[config.mk]
export PLATFORM = sky130hd
export DESIGN_NAME = hd44780_byte_sender
export DESIGN_NICKNAME = d
export VERILOG_FILES = /design/src/rtl/hd44780_byte_sender.sv
export SDC_FILE = /design/constraint.sdc
export NUM_CORES = 1
export LEC_CHECK = 0
export ABC_CLOCK_PERIOD_IN_PS = 2700
export BUFFER_PORTS_ARGS = -buffer_cell sky130_fd_sc_hd__buf_2
export CAP_MARGIN = 20
export CORE_UTILIZATION = 56
export CTS_CLUSTER_DIAMETER = 200
export DETAILED_ROUTE_END_ITERATION = 10
export PLACE_DENSITY = 0.74
export SYNTH_ARGS = -nofsm -noshare
export SYNTH_HDL_FRONTEND = slang
export SYNTH_SLANG_ARGS = --single-unit
[constraint.sdc]
create_clock -name CLK_I -period 2.7 [get_ports CLK_I]
set_input_delay 0.27 -clock CLK_I [delete_from_list [all_inputs] [get_ports CLK_I]]
set_output_delay 0.27 -clock CLK_I [all_outputs]
set_load 0.05 [all_outputs]
[src/rtl/hd44780_byte_sender.sv]
// HD44780 4-bit bus sender: one byte as two timed nybble strobes plus hold-off.
// Optional overrun flag built only when H4BS_OVERRUN_EN is defined.
module hd44780_byte_sender #(
   parameter int TICKS_TAS   = 3,
   parameter int TICKS_PWEH  = 22,
   parameter int TICKS_TCYCE = 48,
   parameter int TICKS_POST  = 2544,
   parameter int COUNT_BITS  = 12
) (
   input  logic       CLK_I,
   input  logic       RST_I,
   input  logic       STB_I,
   input  logic [7:0] i_data,
   input  logic       i_rs,
   input  logic       i_nybble_only,
   output logic       busy,
   output logic       error,
   output logic [3:0] o_lcd_nybble,
   output logic       o_rs,
   output logic       o_e
);

   typedef enum logic [2:0] {
      S_IDLE,
      S_SETUP,
      S_EHIGH,
      S_ELOW,
      S_POST
   } state_t;

   localparam logic [COUNT_BITS-1:0] LD_TAS  = COUNT_BITS'(TICKS_TAS - 1);
   localparam logic [COUNT_BITS-1:0] LD_PWEH = COUNT_BITS'(TICKS_PWEH - 1);
   localparam logic [COUNT_BITS-1:0] LD_LOW  =
      COUNT_BITS'(TICKS_TCYCE - TICKS_TAS - TICKS_PWEH - 1);
   localparam logic [COUNT_BITS-1:0] LD_POST = COUNT_BITS'(TICKS_POST - 1);
   localparam logic [COUNT_BITS-1:0] ONE     = COUNT_BITS'(1);

   state_t                state_q, state_d;
   logic [COUNT_BITS-1:0] cnt_q, cnt_d;
   logic [3:0]            nyb_q, nyb_d;
   logic [3:0]            lo_q, lo_d;
   logic                  rs_q, rs_d;
   logic                  only_q, only_d;
   logic                  phase_q, phase_d;
   logic                  e_q, e_d;
   logic                  last;

   always_ff @(posedge CLK_I) begin
      if (RST_I) begin
         state_q <= S_IDLE;
         cnt_q   <= '0;
         nyb_q   <= '0;
         lo_q    <= '0;
         rs_q    <= 1'b0;
         only_q  <= 1'b0;
         phase_q <= 1'b0;
         e_q     <= 1'b0;
      end else begin
         state_q <= state_d;
         cnt_q   <= cnt_d;
         nyb_q   <= nyb_d;
         lo_q    <= lo_d;
         rs_q    <= rs_d;
         only_q  <= only_d;
         phase_q <= phase_d;
         e_q     <= e_d;
      end
   end

   always_comb begin
      state_d = state_q;
      cnt_d   = cnt_q;
      nyb_d   = nyb_q;
      lo_d    = lo_q;
      rs_d    = rs_q;
      only_d  = only_q;
      phase_d = phase_q;
      e_d     = e_q;
      last    = (cnt_q == '0);
      unique case (state_q)
         S_IDLE: begin
            if (STB_I) begin
               state_d = S_SETUP;
               cnt_d   = LD_TAS;
               nyb_d   = i_data[7:4];
               lo_d    = i_data[3:0];
               rs_d    = i_rs;
               only_d  = i_nybble_only;
               phase_d = 1'b0;
            end
         end
         S_SETUP: begin
            if (last) begin
               state_d = S_EHIGH;
               cnt_d   = LD_PWEH;
               e_d     = 1'b1;
            end else begin
               cnt_d = cnt_q - ONE;
            end
         end
         S_EHIGH: begin
            if (last) begin
               state_d = S_ELOW;
               cnt_d   = LD_LOW;
               e_d     = 1'b0;
            end else begin
               cnt_d = cnt_q - ONE;
            end
         end
         S_ELOW: begin
            // Low nybble is put on the bus only after E has been low a full tail.
            if (last && !phase_q && !only_q) begin
               state_d = S_SETUP;
               cnt_d   = LD_TAS;
               nyb_d   = lo_q;
               phase_d = 1'b1;
            end else if (last) begin
               state_d = S_POST;
               cnt_d   = LD_POST;
            end else begin
               cnt_d = cnt_q - ONE;
            end
         end
         S_POST: begin
            if (last) begin
               state_d = S_IDLE;
            end else begin
               cnt_d = cnt_q - ONE;
            end
         end
         default: state_d = S_IDLE;
      endcase
   end

`ifdef H4BS_OVERRUN_EN
   logic err_q;

   always_ff @(posedge CLK_I) begin
      if (RST_I) begin
         err_q <= 1'b0;
      end else if (STB_I && (state_q != S_IDLE)) begin
         err_q <= 1'b1;
      end
   end

   assign error = err_q;
`else
   assign error = 1'b0;
`endif

   assign busy         = (state_q != S_IDLE);
   assign o_lcd_nybble = nyb_q;
   assign o_rs         = rs_q;
   assign o_e          = e_q;

endmodule

==> results.md <==
* Syn Area/Cell at 7.773 um^2
* Clock skew at between 5 and 6 ps
* RSZ-0062 raised after global routing: false
* Number of antenna violations at the first check in global routing at 0
* Pin count of the biggest net entering global routing at 29
* Max Cap Viol at 0
* Outcome: finished clean
* DRC at 0
* DP HPWL at 2.857 mm
* Initial Util at between 60% and 70%
* CTS tree: yes
* M2 GR Usage at 46.95%
* Slew HR at about two thirds
* Core Area at about 0.0025 mm^2
* Syn nets at 212
* Hold WC Path Type: input pin to register
* Vias in the first global route at ~1400
* CTS clk-pin slew, worst paths at 150 ps
* Max Root-Sink Buffers at 2
* N_diodes at 0
* Detailed Routing Iterations Pass 1 at 4
* Vias at 1552
* Final setup fails at 0
* Worst EP required at a little under 3000 ps
* Post-layout util at roughly two thirds
* GR met1 Demand/Resource at 36.93%
* GR peak layer: met2
* Netlist cell types at 47
* IO Count at 21
* Hold Buf Count CTS at 0
* Port buffer count at 19
* FP Rows at 18
* Critical path startpoint: cnt_q[0]
* Total CTS buffers at 3
* Yosys reg bits at 27
* # resized after CTS at 0
* Critical Path Start Type: register
* Seq/Total Area, Yosys at 35.12%
* Die Y at between 50 and 60 um
* CP Max Fanout at 9
* Main synth FF type: dfxtp_1
* Total negative slack at 0 ps
* Area Growth Syn to Fin at 10.00%
* GRT overflow at 0
* Syn Inst Count at just under 200
* Placer congestion estimate at around 0.94
* Most frequent cells in the layout: dfxtp_1 (27), nand2_1 (26), nor2_1 (20)
* Post-Syn Area at 0.001539 mm^2
* Worst slew pin tran at ~500 ps
* Most common cell after layout, fill and taps aside: dfxtp_1
* DRT iter0 DRCs at 94
* First-pass GRT wire length at between 6 and 7 mm
* Worst setup EP type: register
* Met3 usage at 3.333%
* Hold_sp: i_nybble_only
* Share of layout cells above drive strength 1 at between 15 and 20%
* CTS H-tree lvls at 1
* Number of hold violations in the final report at 0
* Synth warn at 0
* CTS root buf: clkbuf_4
* Post-CTS setup buffers at 0
* Clk_lat worst skew at between 300 and 400 ps
* Layout Nets at ~230
* TritonCTS Sinks at 27
* Die ar. at between 0.002 and 0.003 mm^2
* GRT Overall Usage at 28.14%
* Peak Freq at 428.7 MHz
* WL/cell at approximately 15 um
* Critical path class: register to register
* CP cell instances: inv_1, ha_1, or4b_4, nor3_4, o21ai_4, a31o_1, a211o_1
* Drt via density at 6.283
* Minimum clock period at 2333 ps
* Tcrit/Tclk final at a little under nine tenths
* WP data arrival at 2570 ps
* Routed wire length at approximately 3.8 mm
* CP peak stage delay at 520 ps
* Number of synthesized flops with an enable pin at 0
* Reg2Reg Launch Point: cnt_q[0]
* Pins Over Slew Limit at 0
* Slowest-stage cell, CP: or4b_4
* Chip width at around 54 um
* Synth async-reset ratio at 0%
* Antenna Nets Post-Route at 0
==> synthesized netlist by cell type (2+ instances only) <==
library cell / instances / area, um^2
o22ai_1: 2 / 12.51
o21ai_0: 14 / 70.07
nand3_1: 3 / 15.01
o31ai_1: 2 / 15.01
clkbuf_1: 5 / 18.77
mux2i_1: 4 / 40.04
a21oi_1: 18 / 90.09
nor2_1: 20 / 75.07
a31oi_1: 6 / 37.54
or3_1: 2 / 12.51
nand2_1: 26 / 97.59
dfxtp_1: 27 / 540.5
o211ai_1: 2 / 15.01
or4_1: 2 / 15.01
a211oi_1: 7 / 52.55
buf_4: 2 / 15.01
xnor2_1: 2 / 17.52
a311oi_1: 3 / 26.28
nand4_1: 5 / 31.28
nor4_1: 4 / 25.02
nor3_1: 7 / 35.03
inv_1: 10 / 37.54
==> metrics by stage <==
stage               instances  setup WS (ps)  instance area (um^2)  hold slack [ps]
floorplan                 198          607.2                  1539            406.0
global route              247          217.2                  1693            156.4
CTS                       247          396.2                  1693            153.5
finish                    247          367.4                  1693            155.8
global placement          243          477.5                  1663            442.0
detailed placement        243          412.4                  1663            449.0
==> worst paths after layout <==
path                to  slack, ps  cells after the start
max          cnt_q[11]        370                      7
min             only_q        160                      3
max reg2reg  cnt_q[11]        370                      7
min reg2reg    lo_q[0]        470                      2
==> cells by family after synthesis <==
logic type      count (synthesis)  share of synthesized area, %
compound gates                 61                         26.34
xor+xnor                        3                         1.708
fa+ha+maj                       1                        0.8129
buf+inv                        18                         4.959
flops                          27                         35.12
mux                             4                         2.602
other cells                     1                        0.2437
simple gates                   83                         28.21
==> critical path, delay by kind of cell, from the launching register on <==
family | cells | cell delay (ps)
AND/OR/NAND/NOR | 2 | 930
flip-flops | 1 | 370
adder cells (fa/ha/maj) | 1 | 210
buffers and inverters | 1 | 90
AO/OA/AOI/OAI | 3 | 630
==> area by class of cell <==
class	count	area, um^2
clock inverters	1	7.507
well taps	30	37.54
flip-flops and latches	27	540.5
repair buffers	23	125.1
inverters	10	37.54
clock buffers	3	22.52
fillers	243	852.1
multi-input cells	153	922.1
==> routing by layer <==
| layer | vias to the layer above | routed length, um |
|---|---|---|
| met4 | 0 | 27 |
| met1 | 699 | 1622 |
| met2 | 77 | 1861 |
| li1 | 772 | - |
| met5 | - | 0 |
| met3 | 4 | 266 |
==> state kept, by name, indices dropped and copies added, names as in the netlist <==
name          cells
cnt_q            12
lo_q              4
o_lcd_nybble      4
state_q           3
o_e               1
o_rs              1
only_q            1
phase_q           1
Power is not shown: default switching activity piles up to over one toggle a cycle in this logic, so the estimate is an artifact.
